==> src/rtl/matrix_pop_sequencer.sv <==
// matrix_pop_sequencer: drains a matrix row by row from an FWFT FIFO, zero-padding each row to ROW_SLOTS slots.
// Latency: pop is combinational from state/empty; data_out/data_valid/row_last one cycle after the slot decision; done one cycle after the last word.
// Backpressure: an empty FIFO stalls POP (or, with `define MPS_UNDERFLOW_ABORT_EN, aborts to IDLE with error); PAD never stalls.
module matrix_pop_sequencer #(
  parameter int WORD_LENGTH = 8,
  parameter int ROW_SLOTS   = 8
) (
  input  logic                   clk_i,
  input  logic                   reset_i,          // asynchronous, active-low
  input  logic                   start_i,
  input  logic                   empty_i,
  input  logic [WORD_LENGTH-1:0] matrix_length_i,
  input  logic [WORD_LENGTH-1:0] row_count_i,
  input  logic [WORD_LENGTH-1:0] fifo_data_i,
  output logic                   pop_o,
  output logic [WORD_LENGTH-1:0] data_out_o,
  output logic                   data_valid_o,
  output logic                   row_last_o,
  output logic                   busy_o,
  output logic                   done_o,
  output logic                   error_o
);

  typedef enum logic [2:0] {
    IDLE = 3'd0,
    ARM  = 3'd1,
    POP  = 3'd2,
    PAD  = 3'd3,
    DONE = 3'd4
  } state_t;

  // Comparisons are done one bit wider so that L=0 or R=0 cannot alias to the all-ones value.
  localparam logic [WORD_LENGTH:0] SLOTS_X   = (WORD_LENGTH+1)'(ROW_SLOTS);
  localparam logic [WORD_LENGTH:0] SLOT_LAST = (WORD_LENGTH+1)'(ROW_SLOTS - 1);
  localparam logic [WORD_LENGTH:0] ONE_X     = (WORD_LENGTH+1)'(1);

  state_t                 state_q;
  logic [WORD_LENGTH-1:0] slot_q;      // S: slot index within the current row
  logic [WORD_LENGTH-1:0] row_q;       // K: current row index
  logic [WORD_LENGTH-1:0] len_q;       // L: real words per row
  logic [WORD_LENGTH-1:0] rows_q;      // R: rows per matrix
  logic [WORD_LENGTH-1:0] data_q;
  logic                   valid_q;
  logic                   last_q;
  logic                   done_q;
  logic                   error_q;

  logic [WORD_LENGTH-1:0] slot_d;
  logic [WORD_LENGTH-1:0] row_d;
  logic                   len_end_d;   // current pop is the last real word of the row
  logic                   row_end_d;   // current slot is the last slot of the row
  logic                   last_row_d;  // current row is the last row of the matrix
  logic                   pad_row_d;   // rows need zero padding (L < ROW_SLOTS)
  logic                   bad_cfg_d;   // launch-time configuration is illegal

  // Slot/row bookkeeping decoded from the registered counters and the launch-time inputs.
  always_comb begin
    slot_d     = slot_q + 1'b1;
    row_d      = row_q + 1'b1;
    len_end_d  = ({1'b0, slot_q} == ({1'b0, len_q} - ONE_X));
    row_end_d  = ({1'b0, slot_q} == SLOT_LAST);
    last_row_d = ({1'b0, row_q} == ({1'b0, rows_q} - ONE_X));
    pad_row_d  = ({1'b0, len_q} < SLOTS_X);
    bad_cfg_d  = (matrix_length_i == '0) ||
                 ({1'b0, matrix_length_i} > SLOTS_X) ||
                 (row_count_i == '0);
  end

  assign pop_o        = (state_q == POP) && !empty_i;
  assign busy_o       = (state_q != IDLE);
  assign data_out_o   = data_q;
  assign data_valid_o = valid_q;
  assign row_last_o   = last_q;
  assign done_o       = done_q;
  assign error_o      = error_q;

  // Sequencer FSM with registered stream outputs; valid/last/done default low every cycle.
  always_ff @(posedge clk_i or negedge reset_i) begin
    if (!reset_i) begin
      state_q <= IDLE;
      slot_q  <= '0;
      row_q   <= '0;
      len_q   <= '0;
      rows_q  <= '0;
      data_q  <= '0;
      valid_q <= 1'b0;
      last_q  <= 1'b0;
      done_q  <= 1'b0;
      error_q <= 1'b0;
    end else begin
      valid_q <= 1'b0;
      last_q  <= 1'b0;
      done_q  <= 1'b0;
      case (state_q)
        IDLE: begin
          if (start_i) state_q <= ARM;
        end
        ARM: begin
          // Launch happens on the release of start.
          if (!start_i) begin
            len_q   <= matrix_length_i;
            rows_q  <= row_count_i;
            error_q <= 1'b0;
            if (bad_cfg_d) begin
              error_q <= 1'b1;
              state_q <= IDLE;
            end else begin
              slot_q  <= '0;
              row_q   <= '0;
              state_q <= POP;
            end
          end
        end
        POP: begin
          if (!empty_i) begin
            data_q  <= fifo_data_i;
            valid_q <= 1'b1;
            if (len_end_d && !pad_row_d) begin
              // L == ROW_SLOTS: the last real word closes the row.
              last_q <= 1'b1;
              slot_q <= '0;
              row_q  <= row_d;
              state_q <= last_row_d ? DONE : POP;
            end else begin
              slot_q <= slot_d;
              if (len_end_d) state_q <= PAD;
            end
          end
`ifdef MPS_UNDERFLOW_ABORT_EN
          else begin
            // Underflow aborts the matrix: no done, sticky error.
            error_q <= 1'b1;
            slot_q  <= '0;
            row_q   <= '0;
            state_q <= IDLE;
          end
`endif
        end
        PAD: begin
          data_q  <= '0;
          valid_q <= 1'b1;
          if (row_end_d) begin
            last_q <= 1'b1;
            slot_q <= '0;
            row_q  <= row_d;
            state_q <= last_row_d ? DONE : POP;
          end else begin
            slot_q <= slot_d;
          end
        end
        DONE: begin
          done_q  <= 1'b1;
          state_q <= IDLE;
        end
        default: state_q <= IDLE;
      endcase
    end
  end

endmodule

==> config.mk <==
export PLATFORM = sky130hd
export DESIGN_NAME = matrix_pop_sequencer
export DESIGN_NICKNAME = d
export VERILOG_FILES = /design/src/rtl/matrix_pop_sequencer.sv
export SDC_FILE = /design/constraint.sdc
export NUM_CORES = 1
export LEC_CHECK = 0
export CAP_MARGIN = 20
export CORE_MARGIN = 2
export CORE_UTILIZATION = 60
export DETAILED_ROUTE_END_ITERATION = 10
export DONT_BUFFER_PORTS = 1
export PLACE_DENSITY_LB_ADDON = 0.08
export SETUP_SLACK_MARGIN = 0.15
export SYNTH_ARGS = -nofsm -noshare
export SYNTH_HDL_FRONTEND = slang
export SYNTH_SLANG_ARGS = --single-unit
==> constraint.sdc <==
create_clock -name clk_i -period 3.66 [get_ports clk_i]
set_input_delay 0.549 -clock clk_i [delete_from_list [all_inputs] [get_ports clk_i]]
set_output_delay 0.549 -clock clk_i [all_outputs]
set_load 0.05 [all_outputs]
* Word-level counts from Yosys, hierarchy flattened *
Index checks and enable logic that the tools add are counted.

cells by class
  add/sub/neg operators = 4
  $lt $le $gt $ge = 2
  equality and inequality tests = 14
  multiplexer cells = 29
  bitwise logic cells = 1
  reduce and logical (&&, ||, !) cells = 17

operator list
  kind                 number
  $mux 8               9
  $pmux 8 s3           2
  $mux 3               7
  $eq 8x9->1           2
  $sub 8x1->9 const B  2
  $add 8x1->8 const B  2
  $logic_not 8->1      2
  $pmux 8 s2           1
  $pmux 3 s4           1
  $ne 2x2->1 const B   5
  $eq 8x3->1 const B   1
  $gt 8x4->1 const B   1
  $lt 8x4->1 const B   1
  $eq 3x2->1 const B   2
  $mux 1               6
  $reduce_and 6->1     1
  $reduce_bool 3->1    2
  $reduce_and 5->1     1
  $pmux 1 s2           2
  $reduce_and 2->1     2
  $reduce_and 4->1     1
  $eq 3x1->1 const B   1
  $eq 3x3->1 const B   1
  $logic_not 3->1      1
  other kinds (8)      11

word-level totals
  bits in registers = 47
  input port bits = 28
  output and inout bits = 14
  logic and storage cells = 77

* Longest topological paths before layout *
Gate-level depths: netlist (run 1).

  depth in word-level cells = 6
  mapped depth = 10
  depth with buffers taken out = 9

* Worst setup path before layout (run 1) *
OpenSTA, ideal clock, no wires.

  kind = input to register
  from = in matrix_length_i[4]
  to = reg slot_q[7]
  setup time = 0.126 ns
  arrival = 2.595 ns
  setup slack = 0.939 ns
  stages = 6
  cells stage by stage = or4_1 -> a2111oi_1 -> a21o_1 -> a22oi_1 -> or2_2 -> a221o_1

on the way
  word-level cells in the longest chain between the ends = 5

ends and longest elaborated chain
  item                                                  line    RTL
  start: declaration                                    12      input logic [WORD_LENGTH-1:0] matrix_length_i,
  $gt 8x4->1 / $logic_not 8->1 (equally long branches)  65, 64
  $logic_or 1x1->1 *                                    64      bad_cfg_d = (matrix_length_i == '0) ||
  $logic_or 1x1->1 *                                    65      ({1'b0, matrix_length_i} > SLOTS_X) ||
  $ne 2x2->1 (no line) *                                --
  $reduce_and 4->1 (no line) *                          --
  end signal: assignment                                125     slot_q <= slot_d;
  end signal: assignment                                148     slot_q <= slot_d;
  end: declaration                                      38      logic [WORD_LENGTH-1:0] slot_q;

Mark *: on every way between the ends. The rest lies on a longest branch, timed or not.
A chain may end at the register's enable or synchronous reset.

* Worst setup path after layout (run 1) *
  from = reg len_q[2]
  to = reg row_q[7]

on the way
  word-level cells in the longest chain between the ends = 5

ends and longest elaborated chain
  item                                                  line     RTL
  start: declaration                                    40       logic [WORD_LENGTH-1:0] len_q;
  start signal: assignment                              101      len_q <= matrix_length_i;
  $sub 8x1->9 / $lt 8x4->1 (equally long branches)      60, 63
  $eq 8x9->1 / $logic_not 1->1 (equally long branches)  60, 118
  $logic_and 1x1->1 *                                   118      if (len_end_d && !pad_row_d) begin
  $ne 2x1->1 (no line) *                                --
  $reduce_and 6->1 (no line) *                          --
  end signal: assignment                                122      row_q <= row_d;
  end signal: assignment                                145      row_q <= row_d;
  end: declaration                                      39       logic [WORD_LENGTH-1:0] row_q;

Marked as above.

==> results.sh, run 1 <==
export IMPL_critPathCapture="row_q[7]"
export IMPL_crit_chain="or3_4, or4_1, a21o_1, a2111oi_4, a21oi_2, or4_1, a21oi_1"
export IMPL_grt_max_degree=48
export IMPL_antenna_found_initial=0
export IMPL_synth_fp_nets=317
export IMPL_grt_pass1_wl_microns=8950
export IMPL_numCtsBuffers=5
export IMPL_r2r_end="row_q[7]"
export IMPL_clk_latency_ps=300
export IMPL_ant_nets=0
export IMPL_fmax_ghz=0.335
export IMPL_r2r_start="len_q[2]"
export IMPL_yosysSeqAreaShare_pct=42.6
export IMPL_synth_ff_latch_count=47
export IMPL_ys_top_cells_by_count="47 x dfrtp_1, 18 x nand2_1, 18 x o21ai_0"
export IMPL_cts_setup_buffers=0
export IMPL_worstPathArrival_ps=3210
export IMPL_tightestPinTransition_ps=742
export IMPL_rsz0062_at_grt="no"
export IMPL_required_ps=3890
export IMPL_cp_start_kind="register"
export IMPL_drtIter0Drc=122
export IMPL_vdd_drop_max_mv=0.436
export IMPL_p_leak_nw=1.24
export IMPL_setup_viol=0
export IMPL_ff2ff_path_depth=7
export IMPL_coreArea_sq_um=4380
export IMPL_cts_sinks=47
export IMPL_synth_area_leaders="dfrtp_1 43%, mux2_2 4.9%, o21ai_0 3.3%, a22o_1 3.2%, a21oi_1 3.1%"
export IMPL_cts_htree_levels=2
export IMPL_yosys_warnings=0
export IMPL_dieArea_sq_um=5160
export IMPL_post_route_util_pct=66.5
export IMPL_num_rows=24
export IMPL_root_buffer="clkbuf_8"
export IMPL_cp_end_kind="register"
export IMPL_hpwl_microns=3900
export IMPL_vias=2154
export IMPL_syn_to_final_growth_pct=5.57
export IMPL_clk_pin_slew_worst_paths_ps=90
export IMPL_antenna_cells=0
export IMPL_crit_path_start="len_q[2]"
export IMPL_finalWirelength_microns=5400
export IMPL_path_common_cell="or4_1"
export IMPL_synth_most_common_cell="dfrtp_1"
export IMPL_drt_pass1_iter_count=4
export IMPL_die_h_microns=71.9
export IMPL_io_pins=42
export IMPL_drc_errors=0
export IMPL_fin_crit_sh_pct=81.4
export IMPL_cp_max_fo=16
export IMPL_port_buffers=0
export IMPL_vias_per_cell=6.43
export IMPL_synth_top_area_cell="dfrtp_1"
export IMPL_slew_headroom_pct=50.5
export IMPL_place_congestion=0.897
export IMPL_max_cap_violations=0
export IMPL_reg2reg_slack_ps=680
export IMPL_critical_path_buf_inv_count=0
export IMPL_grt_overflow=0
export IMPL_die_w_microns=71.9
export IMPL_fill_cells=384
export IMPL_drv_slew=0
export IMPL_yosys_cell_types_count=57
export IMPL_nNetsFinal=314
export IMPL_cpLargestDelayFamily="simple AND/OR/NAND/NOR gates"
export IMPL_cpMaxStageDelayCell="or4_1"
export IMPL_finalHoldViolations=0
export IMPL_outcome="finished, final reports clean"
export IMPL_min_path_type="in2async"
export IMPL_grt_pass1_vias=1873
export IMPL_synth_edff_count=0
export IMPL_async_flop_share_pct=100
export IMPL_track_usage_pct=21.9
export IMPL_postSynthAreaPerCell_sq_um=9.69
export IMPL_worst_clock_skew_ps=7.64
export IMPL_synth_area_sq_um=2760
export IMPL_fin_crit_ps=2980
export IMPL_route_detailed_wl_per_inst_microns=16.1
export IMPL_slowest_delay_ps=550
export IMPL_cts_path_max_buffers=2
export IMPL_start_util_pct=63.0
export IMPL_drive_gt1_share_pct=9.89
export IMPL_synthCells=285
export IMPL_yosysTopAreaCellShare_pct=42.6
export IMPL_setup_worst_path_class="reg2reg"
export IMPL_power_density_nw_per_um2=768
export IMPL_synthFlopType="dfrtp_1"
export IMPL_path_depth=7
export IMPL_setup_tns_ps=0
export IMPL_cts_tree="built"
[power breakdown]
| group | switching, mW | internal [mW] | leakage [nW] |
|---|---|---|---|
| logic | 0.458 | 0.409 | 0.603 |
| registers | 0.355 | 0.687 | 0.589 |
| clock network | 0.176 | 0.154 | 0.0474 |
[metrics by stage]
| stage | area [sq um] | worst slack [ps] | total power [mW] | hold slack (ps) | instances |
|---|---|---|---|---|---|
| 2_1_floorplan | 2760 | 939 | 1.74 | 253 | 285 |
| 3_3_place_gp | 2790 | 754 | 1.88 | 255 | 326 |
| 3_5_place_dp | 2790 | 710 | 1.90 | 255 | 326 |
| 4_1_cts | 2920 | 674 | 2.25 | 85.2 | 335 |
| 5_1_grt | 2920 | 468 | 2.41 | 88.6 | 335 |
| 6_report | 2920 | 679 | 2.24 | 88.0 | 335 |
[timing repair]
action,in CTS,in global routing
hold buffers,1,0
endpoints found under the hold margin,47,0
resized for setup,0,0
[worst min-delay path by stage]
stage,from,end,slack [ps],depth (start not counted)
CTS,reset_i,len_q[7],90,1
global placement,reset_i,row_q[2],250,0
detailed placement,reset_i,row_q[2],250,0
global route,reset_i,rows_q[7],90,1
finish,reset_i,row_q[4],90,1
floorplan,reset_i,data_out_o[0],250,0
[placed cells by master (no fill, tap or decap), types with 4 or more instances in the layout]
cell type | synthesis | layout
a21oi_1 | 17 | 17
ha_1 | 4 | 4
nor3_1 | 7 | 6
nand4_1 | 4 | 4
or4_1 | 7 | 7
xnor2_1 | 8 | 8
dfrtp_1 | 47 | 47
o21ai_0 | 18 | 18
xor2_1 | 9 | 9
or3_1 | 10 | 10
inv_1 | 10 | 10
nand3_1 | 7 | 7
nor2_1 | 12 | 12
mux2_2 | 12 | 12
a22o_1 | 10 | 10
nor4_1 | 5 | 5
nand2_1 | 18 | 18
o31ai_1 | 6 | 6
clkbuf_8 | 0 | 6
and3_1 | 6 | 6
nand2b_1 | 7 | 7
[layout make-up]
type                    instances  area, sq um  share of cell area [%]
flip-flops and latches         47         1180                    40.3
multi-input cells             214         1490                    51.2
inverters                      11         41.3                    1.42
clock buffers                   6         82.6                    2.83
well taps                      52         65.1                    2.23
clock inverters                 2         16.3                   0.558
repair buffers                  3         42.5                    1.46
[metal layers]
| metal | track usage, % | part of all wire (%) |
|---|---|---|
| met1 | 32.7 | 51 |
| met2 | 31.8 | 43 |
| met3 | 5.63 | 5.0 |
| met4 | 5.87 | 1.0 |
| met5 | 0 | 0 |
[cell families (layout without fill, tap and decap cells)]
family,Yosys count,in the layout,synth area share (%)
AND/OR/NAND/NOR,99,99,20.2
AO/OA/AOI/OAI,80,80,20.3
flip-flops,47,47,42.6
buffers and inverters,24,22,3.58
XOR/XNOR,18,18,6.20
multiplexers,13,13,5.25
adder cells (fa/ha/maj),4,4,1.81
[flip-flops by register name, summed over array words and instances (netlist names)]
name,flops
data_out_o,8
len_q,8
row_q,8
rows_q,8
slot_q,8
state_q,3
data_valid_o,1
done_o,1
error_o,1
row_last_o,1
[worst register-to-register path: stages, from the launching register on]
cell       delay, ps
dfrtp_1          470
or3_4            430
or4_1            410
a21o_1           220
a2111oi_4        430
a21oi_2          260
or4_1            550
a21oi_1          150
(Power assumes the default switching activity.)
==> run 2: changes to the inputs <==
--- a/config.mk
+++ b/config.mk
@@ -5,9 +5,10 @@
 export SDC_FILE = /design/constraint.sdc
 export NUM_CORES = 1
 export LEC_CHECK = 0
+export ABC_AREA = 1
 export CAP_MARGIN = 20
 export CORE_MARGIN = 2
-export CORE_UTILIZATION = 60
+export CORE_UTILIZATION = 57
 export DETAILED_ROUTE_END_ITERATION = 10
 export DONT_BUFFER_PORTS = 1
 export PLACE_DENSITY_LB_ADDON = 0.08
==> constraint.sdc (replaced) <==
create_clock -name clk_i -period 2.6 [get_ports clk_i]
set_input_delay 0.39 -clock clk_i [delete_from_list [all_inputs] [get_ports clk_i]]
set_output_delay 0.39 -clock clk_i [all_outputs]
set_load 0.05 [all_outputs]
==> run 2 against run 1 <==
Compared with the run above: sequential cell count stayed put; synthesized cell count increased by 38%; global-route usage rose by 1.4 points; combinational power rose by 63%; utilization is 2.3 points lower; cell area grew 5.4%; clock-buffer cell count stayed put; synthesized area rose by 3.7%; die area grew 8.6%; highest routed layer unchanged.
==> results.sh, run 2 <==
export IMPL_outcome="finished, final reports clean"
export IMPL_drc_errors=0
export IMPL_synth_area_sq_um=2860
export IMPL_die_w_microns=74.9
export IMPL_yosys_cell_types_count=32
export IMPL_die_h_microns=74.9
export IMPL_p_leak_nw=1.52
export IMPL_ff2ff_path_depth=14
export IMPL_fill_cells=429
export IMPL_crit_path_start="len_q[0]"
export IMPL_power_frac_comb_pct=45.0
export IMPL_vias=2419
export IMPL_swShare_pct=48.2
export IMPL_yosysTopAreaCellShare_pct=41.1
export IMPL_num_rows=25
export IMPL_min_path_type="in2reg"
export IMPL_setup_tns_ps=0
export IMPL_p_int_mw=1.63
export IMPL_critical_path_buf_inv_count=1
export IMPL_setup_viol=0
export IMPL_drtIter0Drc=122
export IMPL_cts_sinks=47
export IMPL_final_common_cell="nand2_1"
export IMPL_fin_crit_sh_pct=82.1
export IMPL_crit_chain="inv_1, ha_1, nand2_1, nand2_1, nor2_1, nand2_1, nor2_1, nand2_1, nor2_2, nand3_2, nand2_4, nand2_1, nand2_4, o21ai_2"
export IMPL_synthCells=392
export IMPL_synth_area_leaders="dfrtp_1 41%, nand2_1 15%, nor2_1 6.4%, inv_1 5.9%, nand3_1 4.5%"
export IMPL_start_util_pct=59.8
export IMPL_cp_start_kind="register"
export IMPL_nNetsFinal=431
export IMPL_r2r_end="slot_q[0]"
export IMPL_async_flop_share_pct=100
export IMPL_total_power_mw=3.14
export IMPL_track_usage_pct=23.3
export IMPL_synth_most_common_cell="nand2_1"
export IMPL_syn_to_final_growth_pct=7.34
export IMPL_vdd_drop_max_mv=0.598
export IMPL_cts_setup_buffers=0
export IMPL_vias_per_cell=5.19
export IMPL_finalWirelength_microns=5780
export IMPL_dieArea_sq_um=5610
export IMPL_synthFlopType="dfrtp_1"
export IMPL_power_frac_seq_pct=40.9
export IMPL_route_detailed_wl_per_inst_microns=12.4
export IMPL_root_buffer="clkbuf_8"
export IMPL_grt_overflow=0
export IMPL_cts_resized_gates=0
export IMPL_hpwl_microns=4360
export IMPL_power_density_nw_per_um2=1020
export IMPL_cts_path_max_buffers=2
export IMPL_regArea_sq_um=1180
export IMPL_drive_gt1_share_pct=9.52
export IMPL_cp_max_fo=9
export IMPL_worst_clock_skew_ps=9.41
export IMPL_synth_edff_count=0
export IMPL_switching_power_mw=1.51
export IMPL_clk_latency_ps=300
export IMPL_numCtsBuffers=5
export IMPL_finalHoldViolations=0
export IMPL_r2r_start="len_q[0]"
export IMPL_fin_crit_ps=2130
export IMPL_cpMaxStageDelayCell="dfrtp_1"
export IMPL_io_pins=42
export IMPL_slew_headroom_pct=65.0
export IMPL_grt_pass1_vias=2185
export IMPL_yosysSeqAreaShare_pct=41.1
export IMPL_postSynthAreaPerCell_sq_um=7.31
export IMPL_slowest_delay_ps=390
export IMPL_final_cell_mix="114 x nand2_1, 48 x nor2_1, 47 x dfrtp_1"
export IMPL_path_depth=14
export IMPL_critPathCapture="slot_q[0]"
export IMPL_drt_pass1_iter_count=4
export IMPL_max_cap_violations=0
export IMPL_cts_tree="built"
export IMPL_power_frac_clock_pct=14.1
export IMPL_ys_top_cells_by_count="114 x nand2_1, 49 x nor2_1, 47 x dfrtp_1"
export IMPL_antenna_found_initial=0
export IMPL_clk_pin_slew_worst_paths_ps=90
export IMPL_drv_slew=0
export IMPL_reg2reg_slack_ps=470
export IMPL_ant_nets=0
export IMPL_worstPathArrival_ps=2330
export IMPL_yosys_warnings=0
export IMPL_required_ps=2800
export IMPL_synth_fp_nets=424
export IMPL_grt_pass1_wl_microns=9940
export IMPL_synth_top_area_cell="dfrtp_1"
export IMPL_tightestPinTransition_ps=524
export IMPL_antenna_cells=0
export IMPL_place_congestion=0.859
export IMPL_fmax_ghz=0.469
export IMPL_multiInputGateArea_sq_um=1490
export IMPL_path_common_cell="nand2_1"
export IMPL_synth_ff_latch_count=47
export IMPL_setup_worst_path_class="reg2reg"
export IMPL_rsz0062_at_grt="no"
export IMPL_cpLargestDelayFamily="simple AND/OR/NAND/NOR gates"
export IMPL_coreArea_sq_um=4790
export IMPL_grt_max_degree=48
export IMPL_cp_end_kind="register"
export IMPL_cts_htree_levels=2
export IMPL_port_buffers=0
## run 2: changes by cell type after synthesis, sizes merged, moves of 7 or more
cell and delta:
nand2 +99, nor2 +45, inv +40, nand3 +21, a21oi -16, o21ai +16, mux2 -12, or3 -11
nand2b -7, or4 -7
## run 2: worst min path at each step
stage,from,to,slack (ps),cells after the start
6_report,empty_i,row_last_o,170,1
5_1_grt,empty_i,row_last_o,160,1
4_1_cts,empty_i,row_last_o,170,1
3_5_place_dp,reset_i,slot_q[7],100,0
3_3_place_gp,reset_i,slot_q[7],100,0
2_1_floorplan,reset_i,data_out_o[0],90,0
## run 2: stage by stage
| step | instance area, sq um | setup slack [ps] | utilization, % | hold slack [ps] | instances |
|---|---|---|---|---|---|
| 4_1_cts | 3070 | 484 | 64.2 | 169 | 466 |
| 5_1_grt | 3070 | 275 | 64.2 | 157 | 466 |
| 3_3_place_gp | 2950 | 482 | 61.6 | 95.5 | 457 |
| 3_5_place_dp | 2950 | 517 | 61.6 | 95.5 | 457 |
| 2_1_floorplan | 2860 | 736 | - | 94.4 | 392 |
| 6_report | 3070 | 466 | 64.2 | 173 | 466 |
## run 2: timing repair
item,in CTS,in global routing
endpoints found under the setup margin,0,0
hold buffers,2,0
endpoints found under the hold margin,47,0
## run 2: cell type report
class                           instances  share of cell area, %
Timing Repair Buffer                    4                   1.71
Clock inverter                          1                  0.163
Clock buffer                            6                   2.69
Multi-Input combinational cell        291                   48.4
Inverter                               50                   6.11
Sequential cell                        47                   38.3
Tap cell                               67                   2.73
## run 2: power by group through the flow
| stage | Sequential [mW] | Clock, mW | Combinational (mW) |
|---|---|---|---|
| floorplan | 1.26 | 0 | 1.16 |
| global placement | 1.30 | 0 | 1.36 |
| detailed placement | 1.30 | 0 | 1.38 |
| CTS | 1.29 | 0.456 | 1.42 |
| global route | 1.32 | 0.486 | 1.63 |
| finish | 1.29 | 0.444 | 1.41 |
## run 2: kinds of logic after synthesis
group / synth area share [%]
and+or+nand+nor: 34.3
buffers and inverters: 7.12
AOI/OAI and AO/OA: 10.9
DFF: 41.1
xor gates and xnor gates: 4.89
adders and majority gates: 1.75
## run 2: worst register-to-register path, cell delays in order, from the launching register on
cell,delay (ps)
dfrtp_1,390
inv_1,160
ha_1,280
nand2_1,80
nand2_1,50
nor2_1,100
nand2_1,60
nor2_1,100
nand2_1,70
nor2_2,130
nand3_2,150
nand2_4,160
nand2_1,120
nand2_4,140
o21ai_2,60
## run 2: routing by layer
metal | part of all wire [%] | wire length (microns) | track usage (%)
met2 | 41 | 2350 | 32.2
met5 | 0 | 0 | 0
met3 | 7.2 | 418 | 6.69
met1 | 51 | 2930 | 34.8
met4 | 1.4 | 80 | 8.13
==> run 3: changes to the inputs <==
==> constraint.sdc (replaced) <==
create_clock -name clk_i -period 1.7 [get_ports clk_i]
set_input_delay 0.255 -clock clk_i [delete_from_list [all_inputs] [get_ports clk_i]]
set_output_delay 0.255 -clock clk_i [all_outputs]
set_load 0.05 [all_outputs]
==> run 3 against run 2 <==
Compared with the run above: clock power is 120% higher; non-clock buffer count is 44 higher; sequential share of layout area is 7.5 points lower; utilization is 16 points higher; the run now ends with negative setup slack left; clock skew is 1.3 ps lower; sequential cell count stayed put; largest cell class unchanged; setup slack worse by 690 ps; clock-buffer cell count is 1 lower; first-iteration DRC count is 12% higher; fmax is 11% higher; wire length is 30% higher.
==> results.sh, run 3 (same netlist as run 2, synthesis figures left out) <==
export IMPL_outcome="finished, violations left"
export IMPL_violations="negative setup slack"
export IMPL_port_buffers=0
export IMPL_slew_headroom_pct=67.0
export IMPL_drt_pass1_iter_count=5
export IMPL_setup_tns_ps=-4020
export IMPL_finalWirelength_microns=7510
export IMPL_grt_overflow=0
export IMPL_cts_htree_levels=2
export IMPL_final_common_cell="nand2_1"
export IMPL_route_detailed_wl_per_inst_microns=14.7
export IMPL_die_h_microns=74.9
export IMPL_grt_max_degree=48
export IMPL_grtUsageMet2_pct=41.8
export IMPL_drv_slew=0
export IMPL_tightestPinTransition_ps=495
export IMPL_grt_pass1_wl_microns=11600
export IMPL_dieArea_sq_um=5610
export IMPL_track_usage_pct=27.1
export IMPL_setup_worst_path_class="reg2reg"
export IMPL_cts_sinks=47
export IMPL_vias_per_cell=5.47
export IMPL_design_area_sq_um=3820
export IMPL_setup_slack_ps=-227
export IMPL_final_cell_mix="94 x nand2_1, 47 x dfrtp_1, 45 x nor2_1"
export IMPL_start_util_pct=59.8
export IMPL_setup_viol=20
export IMPL_nNetsFinal=476
export IMPL_power_frac_seq_pct=30.6
export IMPL_p_leak_nw=1.83
export IMPL_worstPathArrival_ps=2170
export IMPL_drtIter0Drc=137
export IMPL_num_rows=25
export IMPL_switching_power_mw=2.87
export IMPL_fmax_ghz=0.519
export IMPL_clk_latency_ps=300
export IMPL_cts_path_max_buffers=2
export IMPL_drc_errors=0
export IMPL_vdd_drop_max_mv=1.12
export IMPL_worst_clock_skew_ps=8.16
export IMPL_antenna_found_initial=0
export IMPL_ant_nets=0
export IMPL_dpl_cell_area_sq_um=3240
export IMPL_syn_to_final_growth_pct=33.6
export IMPL_io_pins=42
export IMPL_busiest_layer="met2"
export IMPL_hold_ws_ps=40.0
export IMPL_cp_start_kind="register"
export IMPL_power_frac_clock_pct=15.2
export IMPL_rsz0062_at_grt="yes"
export IMPL_power_frac_comb_pct=54.2
export IMPL_numCtsBuffers=5
export IMPL_p_int_mw=3.53
export IMPL_vias=2801
export IMPL_hpwl_microns=5000
export IMPL_grt_pass1_vias=2585
export IMPL_antenna_cells=0
export IMPL_finalHoldViolations=0
export IMPL_grtUsageMet1_pct=37.5
export IMPL_fin_crit_sh_pct=113
export IMPL_power_density_nw_per_um2=1670
export IMPL_cp_max_fo=5
export IMPL_cts_tree="built"
export IMPL_cp_end_kind="register"
export IMPL_swShare_pct=44.8
export IMPL_required_ps=1940
export IMPL_min_path_type="in2reg"
export IMPL_grt_use_met3_pct=6.83
export IMPL_place_congestion=0.875
export IMPL_die_w_microns=74.9
export IMPL_fin_crit_ps=1930
export IMPL_drive_gt1_share_pct=29.2
export IMPL_clk_pin_slew_worst_paths_ps=90
export IMPL_root_buffer="clkbuf_8"
export IMPL_max_cap_violations=0
export IMPL_coreArea_sq_um=4790
## run 3: changes by cell type in the layout (fill, tap and decap cells not counted), sizes merged
| cell | delta |
|---|---|
| clkinvlp | +1 |
| clkbuf | +2 |
| clkinv | -1 |
| nand2 | +1 |
| bufbuf | +1 |
| buf | +40 |
| bufinv | +2 |
## run 3: worst paths after layout
path | from | end | slack (ps) | cells after the start
worst max-delay path | slot_q[0] | state_q[1] | -230 | 10
worst min-delay path | empty_i | row_last_o | 40 | 1
worst max register to register | slot_q[0] | state_q[1] | -230 | 10
worst min register to register | row_q[6] | row_q[6] | 560 | 2
max in group asynchronous | reset_i | data_out_o[1] | 1020 | 2
min in group asynchronous | reset_i | slot_q[4] | 450 | 2
## run 3: repair_timing
action | CTS | global route
endpoints found under the hold margin | 47 | 0
setup buffers | 8 | 1
cloned | 2 | 3
pin swaps | 7 | 23
resized for setup | 15 | 61
hold buffers | 2 | 0
setup endpoints to repair | 22 | 31
## run 3: cell type report
| type | instances | area [sq um] |
|---|---|---|
| clock buffers | 5 | 68.8 |
| inverters | 50 | 188 |
| multi-input cells | 292 | 1730 |
| fillers | 309 | 961 |
| repair buffers | 48 | 509 |
| well taps | 67 | 83.8 |
| flip-flops and latches | 47 | 1180 |
| clock inverters | 3 | 67.6 |
## run 3: stage by stage
| step | setup slack (ps) | utilization, % | power, mW | cells |
|---|---|---|---|---|
| detailed placement | -216 | 67.7 | 4.66 | 488 |
| global placement | -137 | 67.7 | 4.59 | 488 |
| finish | -227 | 79.9 | 6.40 | 512 |
| floorplan | -42.2 | - | 3.80 | 392 |
| global route | -412 | 79.9 | 6.88 | 512 |
| CTS | -226 | 74.6 | 5.86 | 508 |
## run 3: power by group through the flow
stage / Combinational [mW] / Sequential [mW] / Clock (mW)
after floorplan: 1.87 / 1.93 / 0
after global placement: 2.63 / 1.96 / 0
after detailed placement: 2.69 / 1.97 / 0
after CTS: 2.92 / 1.95 / 0.986
after global routing: 3.85 / 2.00 / 1.03
final: 3.47 / 1.96 / 0.975
## run 3: layer usage
layer / part of all wire, % / wire length (microns)
met1: 44 / 3270
met5: 0 / 0
met4: 1.8 / 132
met2: 47 / 3520
met3: 7.8 / 586
## run 3: critical path, cell delays in order, from the launching register on
cell and delay (ps):
dfrtp_1 480, ha_1 210, nand4_1 90, nor4_1 190, buf_4 170, nor2_1 80, nor2_1 210, nand2_2 120
nor2_2 150, nand3b_1 120, nand2_1 70
